## config.mk

```make
export PLATFORM = sky130hd
export DESIGN_NAME = counter_3bit_driver
export DESIGN_NICKNAME = d
export VERILOG_FILES = /design/src/rtl/counter_3bit_driver.sv
export SDC_FILE = /design/constraint.sdc
export NUM_CORES = 1
export LEC_CHECK = 0
export BUFFER_PORTS_ARGS = -buffer_cell sky130_fd_sc_hd__buf_2
export CORE_UTILIZATION = 58
export DETAILED_ROUTE_END_ITERATION = 7
export PLACE_DENSITY = 0.84
export SETUP_SLACK_MARGIN = 0.2
export SLEW_MARGIN = 15
export SYNTH_ARGS = -nofsm -noshare
export SYNTH_HDL_FRONTEND = slang
export SYNTH_SLANG_ARGS = --single-unit
```

## constraint.sdc

```tcl
create_clock -name clk -period 2.4 [get_ports clk]
set_input_delay 0 -clock clk [delete_from_list [all_inputs] [get_ports clk]]
set_output_delay 0 -clock clk [all_outputs]
set_load 0.1 [all_outputs]
```

## src/rtl/counter_3bit_driver.sv

```systemverilog
// Command-side driver for the 3-bit up/down counter: turns a one-cycle "count N steps" command
// into an N-cycle enable burst, tallies terminal-count events and checks the counter against a shadow value.
module counter_3bit_driver #(
    parameter int MAX_STEPS_W = 4
) (
    input  logic                   clk,
    input  logic                   rst,
    input  logic                   start_i,
    input  logic                   dir_i,
    input  logic [MAX_STEPS_W-1:0] steps_i,
    input  logic                   abort_i,
    input  logic [2:0]             cnt_par_i,
    input  logic                   cnt_carry_i,
    output logic                   up_cnt_en_o,
    output logic                   down_cnt_en_o,
    output logic                   busy_o,
    output logic                   done_o,
    output logic                   aborted_o,
    output logic [MAX_STEPS_W-1:0] wrap_cnt_o,
    output logic                   mismatch_o
);

    typedef enum logic [1:0] {
        IDLE = 2'd0,
        RUN  = 2'd1,
        DONE = 2'd2
    } state_e;

    localparam logic [MAX_STEPS_W-1:0] WRAP_MAX = {MAX_STEPS_W{1'b1}};
    localparam logic [MAX_STEPS_W-1:0] ONE_STEP = MAX_STEPS_W'(1);

    state_e                 state_q, state_d;
    logic                   dir_q, dir_d;
    logic [MAX_STEPS_W-1:0] remaining_q, remaining_d;
    logic [2:0]             exp_q, exp_d;
    logic [MAX_STEPS_W-1:0] wrap_q, wrap_d;
    logic                   mismatch_q, mismatch_d;
    logic                   aborted_q, aborted_d;
    logic                   up_q, up_d;
    logic                   down_q, down_d;

    always_ff @(posedge clk or posedge rst) begin
        if (rst) begin
            state_q     <= IDLE;
            dir_q       <= 1'b0;
            remaining_q <= '0;
            exp_q       <= 3'd0;
            wrap_q      <= '0;
            mismatch_q  <= 1'b0;
            aborted_q   <= 1'b0;
            up_q        <= 1'b0;
            down_q      <= 1'b0;
        end else begin
            state_q     <= state_d;
            dir_q       <= dir_d;
            remaining_q <= remaining_d;
            exp_q       <= exp_d;
            wrap_q      <= wrap_d;
            mismatch_q  <= mismatch_d;
            aborted_q   <= aborted_d;
            up_q        <= up_d;
            down_q      <= down_d;
        end
    end

    always_comb begin
        state_d     = state_q;
        dir_d       = dir_q;
        remaining_d = remaining_q;
        exp_d       = exp_q;
        wrap_d      = wrap_q;
        mismatch_d  = mismatch_q;
        aborted_d   = aborted_q;
        up_d        = up_q;
        down_d      = down_q;

        case (state_q)
            IDLE: begin
                if (start_i) begin
                    dir_d       = dir_i;
                    remaining_d = steps_i;
                    exp_d       = cnt_par_i;
                    wrap_d      = '0;
                    mismatch_d  = 1'b0;
                    aborted_d   = 1'b0;
                    if (steps_i != '0) begin
                        state_d = RUN;
                        up_d    = dir_i;
                        down_d  = ~dir_i;
                    end else begin
                        state_d = DONE;
                    end
                end
            end

            RUN: begin
                // The counter moves on every RUN edge, including an abort edge, so the shadow and carry tally follow it.
                exp_d = dir_q ? exp_q + 3'd1 : exp_q - 3'd1;
                if (cnt_carry_i && (wrap_q != WRAP_MAX)) begin
                    wrap_d = wrap_q + ONE_STEP;
                end
                if (remaining_q == ONE_STEP) begin
                    remaining_d = '0;
                    up_d        = 1'b0;
                    down_d      = 1'b0;
                    state_d     = DONE;
                end else if (abort_i) begin
                    aborted_d = 1'b1;
                    up_d      = 1'b0;
                    down_d    = 1'b0;
                    state_d   = DONE;
                end else begin
                    remaining_d = remaining_q - ONE_STEP;
                end
            end

            DONE: begin
                if (cnt_par_i != exp_q) begin
                    mismatch_d = 1'b1;
                end
                state_d = IDLE;
            end

            default: begin
                state_d = IDLE;
                up_d    = 1'b0;
                down_d  = 1'b0;
            end
        endcase
    end

    assign up_cnt_en_o   = up_q;
    assign down_cnt_en_o = down_q;
    assign busy_o        = (state_q != IDLE);
    assign done_o        = (state_q == DONE);
    assign aborted_o     = aborted_q;
    assign wrap_cnt_o    = wrap_q;
    assign mismatch_o    = mismatch_q;

endmodule

```

==> results of run 1 <==
## per-layer routing
| layer | vias up | wire length [um] |
|---|---|---|
| met3 | 2 | 74 |
| met5 | - | 0 |
| met1 | 481 | 1170 |
| met2 | 28 | 1200 |
| met4 | 0 | 13 |
| li1 | 477 | - |
## stage by stage
stage | hold slack, ns | setup WS, ns | utilization (%) | area, um^2
3_5_place_dp | 0.139 | 0.654 | 70.0 | 1260
3_3_place_gp | 0.131 | 0.789 | 70.0 | 1260
5_1_grt | 0.0266 | 0.487 | 73.7 | 1330
4_1_cts | 0.0117 | 0.635 | 73.7 | 1330
2_1_floorplan | -0.0614 | 0.548 | - | 1160
6_report | 0.0104 | 0.604 | 73.7 | 1330
## worst max-delay path, stage by stage, from the launching register on
cell and delay (ns):
dfrtp_1 0.39, inv_1 0.10, ha_1 0.21, nor3b_1 0.47, o221ai_1 0.32, mux2i_1 0.18
## how the worst min path moves through the flow
stage	to	slack, ns	cells after the start
3_3_place_gp	remaining_q[3]	0.13	2
6_report	aborted_o	0.01	2
2_1_floorplan	aborted_o	-0.06	1
3_5_place_dp	remaining_q[2]	0.14	2
5_1_grt	aborted_o	0.03	2
4_1_cts	aborted_o	0.01	2
## area by class of cell
type                    instances  area (um^2)
inverters                       9         33.8
well taps                      25         31.3
fillers                       137          474
clock buffers                   4         36.3
multi-input cells              84          636
flip-flops and latches         18          450
repair buffers                 25          140
## logic make-up after synthesis
logic type      synth area share, %
flops                          38.8
xor+xnor                       3.01
buf+inv                        6.78
fa+ha+maj                      4.95
mux                            5.60
compound gates                 17.9
simple gates                   23.0
## cells in the final DEF, fill, tap and decap left out, types with 3 or more instances in the layout
cell type	synthesis	layout
xnor2_1	4	4
nand2b_1	4	4
ha_1	3	3
inv_1	9	9
nand3_1	4	4
dfrtp_1	18	18
mux2i_1	5	5
o211ai_1	4	4
o22ai_1	5	5
buf_2	3	22
nor2_1	5	4
a21oi_1	7	7
clkbuf_4	0	3
nand2_1	4	4
nor3b_1	5	5
dlygate4sd3_1	0	3
## what timing repair did
action	4_1_cts	5_1_grt
endpoints found under the hold margin	20	0
hold buffers	3	0
buffers inserted	0	0
## flip-flops by register name (all words and copies together) (netlist names)
signal and cells:
aborted_o 1, dir_q 1, down_cnt_en_o 1, exp_q 3, mismatch_o 1, remaining_q 4, state_q 2, up_cnt_en_o 1
wrap_cnt_o 4
## power by group
group | leakage, nW | total [mW] | switching, mW | internal [mW]
Sequential | 0.225 | 0.601 | 0.175 | 0.426
Combinational | 0.389 | 1.09 | 0.731 | 0.355
Clock | 0.0210 | 0.197 | 0.104 | 0.0924
Total | 0.635 | 1.88 | 1.01 | 0.873
==> summary.md, run 1 <==
| Metric | Value |
|---|---|
| Status | `complete, no violations` |
| Total Neg Setup Slack | `0 ns` |
| CP Max Fanout | `4` |
| Final Max Slew Viols | `0` |
| Initial antenna violation count | `0` |
| Worst VDD drop | `between 700 and 800 uV` |
| Fin nets | `about 160` |
| DRT Pass-1 Iters | `4` |
| Clock Path Buffers | `2` |
| Detailed Route WL | `about 2.5 mm` |
| Drt wl/cell | `between 10 and 15 um` |
| Total power | `1.88 mW` |
| Met2 Use GR | `between 40% and 50%` |
| Vias | `between 900 and 1000` |
| Post-synth top area share | `between 30% and 40%` |
| Count leader, synth | `dfrtp_1` |
| GRT Total Usage | `about a quarter` |
| Gr busiest metal | `met2` |
| Global-route wire length before repair | `between 4 and 5 mm` |
| Mapped Cells | `117` |
| Core ar. | `1800 um^2` |
| Commonest cells post-synth | `dfrtp_1, inv_1, a21oi_1` |
| R2r worst-path depth | `5` |
| # Max-Cap Violations | `0` |
| Chip width | `about 47 um` |
| Syn. warnings | `0` |
| Setup violators final | `0` |
| Initial DRC Count | `20` |
| CP Launch Point | `remaining_q[1]` |
| Sequential area share after synthesis | `38.8%` |
| Worst Skew | `just over 0.003 ns` |
| Routed Antenna Nets | `0` |
| Synth-to-layout area growth | `14.2%` |
| CTS clk-pin slew, worst paths | `around 0.12 ns` |
| Largest net degree at the start of global routing | `21` |
| Ys async rst share | `100%` |
| Met1 Track Usage GR | `a little under two fifths` |
| Worst R2R End | `remaining_q[1]` |
| Setup crit end | `remaining_q[1]` |
| Post-Layout Cell Count | `around 170` |
| Pwr dens | `1420 nW/um^2` |
| Crit. End Element | `flip-flop` |
| Clock sink total | `18` |
| Layout cells sized above 1 | `a little over a fifth` |
| Reg2reg setup slack | `roughly 0.60 ns` |
| Hold Fails Final Rpt | `0` |
| Leak pwr | `between 0.6 and 0.7 nW` |
| Path type of the worst min-delay path | `in2reg` |
| Vias in the first global route | `928` |
| Synth Area per Inst | `between 9 and 10 um^2` |
| Standard-cell rows | `15` |
| Top cells by area, synth | `dfrtp_1, mux2i_1, ha_1` |
| Final Cycle Share | `between 70% and 80%` |
| I/O Buffers | `22` |
| Unrepaired setup endpoints after global routing | `false` |
| R2r startpoint | `remaining_q[1]` |
| Synth area leader | `dfrtp_1` |
| WS Path Type | `reg2reg` |
| Grt ovf | `0` |
| Critical Path AT | `between 1.5 and 2 ns` |
| Crit path time final | `between 1.5 and 2 ns` |
| Placed Instances | `approximately 160` |
| Skew-Pair Late Insertion Delay | `~0.30 ns` |
| Worst-Margin Slew | `roughly 0.69 ns` |
| DRC viols | `0` |
| Ports | `23` |
| Highest Clock Rate | `around 560 MHz` |
| CTS tree | `done` |
| CTS resizes | `0` |
| Worst EP required | `between 2 and 3 ns` |
| Yosys reg bits | `18` |
| M3 GR Usage | `approximately 2.3%` |
| Die Y | `46.8 um` |
| Starting Density | `roughly 65%` |
| Post-DP HPWL | `1.79 mm` |
| Root buffer cell | `clkbuf_4` |
| Synth Flop Type | `dfrtp_1` |
| Post-DR vias/cell | `roughly 6` |
| Number of flops mapped to enable cells by yosys | `0` |
| Syn nets | `between 100 and 150` |
| Die ar. | `2190 um^2` |
| Placer Congestion | `0.763` |
| Worst Setup Start Kind | `flip-flop` |
| Cell variety after synth | `42` |
| CTS Buf Count | `3` |
| Min-delay src | `abort_i` |
| Diodes inserted | `0` |
| Synth Cell Area | `around 1200 um^2` |
| Max-slew headroom | `between 50% and 60%` |
| Htree depth | `1` |
(Power assumes the default switching activity.)
==> run 2: changes to the inputs <==
--- a/config.mk
+++ b/config.mk
@@ -5,10 +5,12 @@
 export SDC_FILE = /design/constraint.sdc
 export NUM_CORES = 1
 export LEC_CHECK = 0
+export ABC_AREA = 1
 export BUFFER_PORTS_ARGS = -buffer_cell sky130_fd_sc_hd__buf_2
-export CORE_UTILIZATION = 58
+export CORE_ASPECT_RATIO = 1.75
+export CORE_UTILIZATION = 48
 export DETAILED_ROUTE_END_ITERATION = 7
-export PLACE_DENSITY = 0.84
+export PLACE_DENSITY = 0.75
 export SETUP_SLACK_MARGIN = 0.2
 export SLEW_MARGIN = 15
 export SYNTH_ARGS = -nofsm -noshare
==> constraint.sdc (replaced) <==
create_clock -name clk -period 1.61 [get_ports clk]
set_input_delay 0 -clock clk [delete_from_list [all_inputs] [get_ports clk]]
set_output_delay 0 -clock clk [all_outputs]
set_load 0.1 [all_outputs]
==> summary.md, run 2 <==
| Metric | Value |
|---|---|
| Slowest CP cell | `dfrtp_1` |
| Violations in the final reports | `negative hold slack` |
| Detailed Route WL | `2.37 mm (-3.8%)` |
| Most common cell after layout, fill and taps aside | `nand2_1` |
| Number of flops mapped to enable cells by yosys | `0 (unchanged)` |
| Path type of the worst min-delay path | `in2reg` |
| Root buffer cell | `clkbuf_4` |
| Clock Path Buffers | `2 (unchanged)` |
| Post-DP HPWL | `1.79 mm (+0.23%)` |
| Initial DRC Count | `39 (+95%)` |
| Worst VDD drop | `1460 uV (+88%)` |
| Sequential area share after synthesis | `40.9% (+2.1 points)` |
| Status | `finished, violations left` |
| # Max-Cap Violations | `0 (unchanged)` |
| Ys async rst share | `100% (unchanged)` |
| Pwr dens | `2310 nW/um^2 (+63%)` |
| Top cells by area, synth | `dfrtp_1, nand2_1, o21ai_0` |
| Standard-cell rows | `22 (+7)` |
| Max-slew headroom | `53.4% (-0.65 points)` |
| Worst-Margin Slew | `0.699 ns (+0.00972 ns)` |
| CP Max Fanout | `5 (+1)` |
| Total power | `3.07 mW (+63%)` |
| Minimum hold slack | `-0.00426 ns (-0.0146 ns)` |
| Min-delay src | `cnt_carry_i` |
| Largest net degree at the start of global routing | `19 (-9.5%)` |
| Crit. End Element | `output pin` |
| Critical Path AT | `1.36 ns (-0.62 ns)` |
| Grt ovf | `0 (unchanged)` |
| Syn nets | `164 (+22%)` |
| CTS clk-pin slew, worst paths | `0.11 ns (about the same)` |
| Unrepaired setup endpoints after global routing | `true` |
| Initial antenna violation count | `0 (unchanged)` |
| Worst Skew | `0.00850 ns (+0.00542 ns)` |
| Final Cycle Share | `approximately 84%` |
| Htree depth | `1 (unchanged)` |
| WS Path Type | `reg2out` |
| Diodes inserted | `0 (unchanged)` |
| Synth area leader | `dfrtp_1` |
| CTS Buf Count | `3 (unchanged)` |
| Highest Clock Rate | `between 700 and 800 MHz` |
| Vias in the first global route | `1022 (+10%)` |
| Ports | `23 (unchanged)` |
| Placed inst area | `1250 um^2 (-0.60%)` |
| Die Y | `65.4 um (+40%)` |
| Count leader, synth | `nand2_1` |
| Skew-Pair Late Insertion Delay | `0.30 ns (about the same)` |
| Biggest cell delay along the critical path | `0.45 ns (-0.02 ns)` |
| Synth-to-layout area growth | `20.9%` |
| Commonest cells after routing, fill and taps aside | `nand2_1, buf_2, inv_1` |
| Post-route design area | `1330 um^2 (+0.38%)` |
| Placer Congestion | `0.763 (about the same)` |
| Total Neg Setup Slack | `0 ns (unchanged)` |
| Final Max Slew Viols | `0 (unchanged)` |
| GRT Total Usage | `21.1% (-5.1 points)` |
| Worst Setup Start Kind | `flip-flop` |
| Synth Area per Inst | `7.50 um^2 (-25%)` |
| CP Launch Point | `state_q[1]` |
| Vias | `1012 (+2.4%)` |
| Die ar. | `2500 um^2 (+14%)` |
| Syn. warnings | `0 (unchanged)` |
| Worst EP required | `1.61 ns (-0.97 ns)` |
| Cell variety after synth | `22 (-48%)` |
| Mapped Cells | `147 (+26%)` |
| Fin nets | `194 (+23%)` |
| Routed Antenna Nets | `0 (unchanged)` |
| DRT Pass-1 Iters | `4 (unchanged)` |
| Leak pwr | `0.727 nW (+14%)` |
| Synth Cell Area | `1100 um^2 (-5.2%)` |
| Hold Fails Final Rpt | `1 (+1)` |
| DRC viols | `0 (unchanged)` |
| Critical-path cell list | `inv_2, nand2_4, buf_2` |
| Post-synth top area share | `40.9% (+2.1 points)` |
| Yosys reg bits | `18 (unchanged)` |
| Clock sink total | `18 (unchanged)` |
| Layout cells sized above 1 | `26.7% (+5.3 points)` |
| R2r startpoint | `dir_q` |
| Synth Flop Type | `dfrtp_1` |
| CTS tree | `done` |
| Core ar. | `2120 um^2 (+18%)` |
| Setup violators final | `0 (unchanged)` |
| I/O Buffers | `22 (unchanged)` |
| Starting Density | `52.0% (-13 points)` |
| Crit path time final | `approximately 1.4 ns` |
| Commonest cells post-synth | `nand2_1, dfrtp_1, inv_1, o21ai_0, nor2_1` |
| Chip width | `38.2 um (-18%)` |
| Drt wl/cell | `11.8 um (-21%)` |
| Post-DR vias/cell | `5.06 (-15%)` |
| Global-route wire length before repair | `3.91 mm (-3.4%)` |
==> run 2: cell count changes after synthesis, sizes merged, moves of 5 or more <==
cell,before,now
nor2,5,12
mux2i,5,0
inv,9,19
o21ai,1,15
nand3,4,9
buf,6,1
nand2,4,56
==> run 2: power by group <==
part           switching (mW)  leakage, nW  internal [mW]
registers               0.190        0.221          0.658
logic                    1.41        0.484          0.523
clock network           0.155       0.0210          0.138
==> run 2: stage by stage <==
stage	utilization, %	worst slack (ns)	instances
6_report	62.9	0.250	200
5_1_grt	62.9	0.196	200
3_5_place_dp	59.1	0.302	192
4_1_cts	61.9	0.238	198
2_1_floorplan	-	0.207	147
3_3_place_gp	59.1	0.336	192
==> run 2: cell type report <==
| class | count | area [um^2] |
|---|---|---|
| inverters | 19 | 73.8 |
| repair buffers | 26 | 148 |
| well taps | 24 | 30.0 |
| flip-flops and latches | 18 | 460 |
| fillers | 193 | 787 |
| multi-input cells | 109 | 584 |
| clock buffers | 4 | 36.3 |
==> run 2: layer usage <==
metal	vias to the layer above	global-route usage (%)	wire length, um
li1	516	-	-
met1	468	23.9	1010
met2	23	38.8	1260
met3	5	3.04	67
met4	0	5.36	31
met5	-	0	0
==> run 2: final timing paths <==
path / cells past startpoint / slack, ns / endpoint
setup / recovery: 3 / 0.25 / busy_o
hold / removal: 3 / -0.004 / wrap_cnt_o[0]
setup reg to reg: 4 / 0.31 / exp_q[1]
hold reg to reg: 2 / 0.50 / mismatch_o
max in group asynchronous: 3 / 0.74 / wrap_cnt_o[1]
min in group asynchronous: 3 / 0.35 / remaining_q[0]
==> run 2: logic make-up after synthesis <==
group	Yosys count	share of synthesized area [%]
fa+ha+maj	4	5.22
xor+xnor	6	4.77
simple gates	80	32.7
buf+inv	20	7.72
compound gates	19	8.74
flops	18	40.9
==> run 2: timing repair <==
| action | CTS | global route |
|---|---|---|
| hold endpoints to repair | 20 | 0 |
| hold buffers | 2 | 0 |
| gates resized for setup | 1 | 3 |
| pin swaps | 0 | 1 |
| setup buffers | 0 | 2 |
| setup endpoints to repair | 1 | 5 |
==> run 2: worst max-delay path: cells and delay by family (launching register included) <==
kind | cells | cell delay [ns]
buf+inv | 2 | 0.51
flops | 1 | 0.45
simple gates | 1 | 0.10
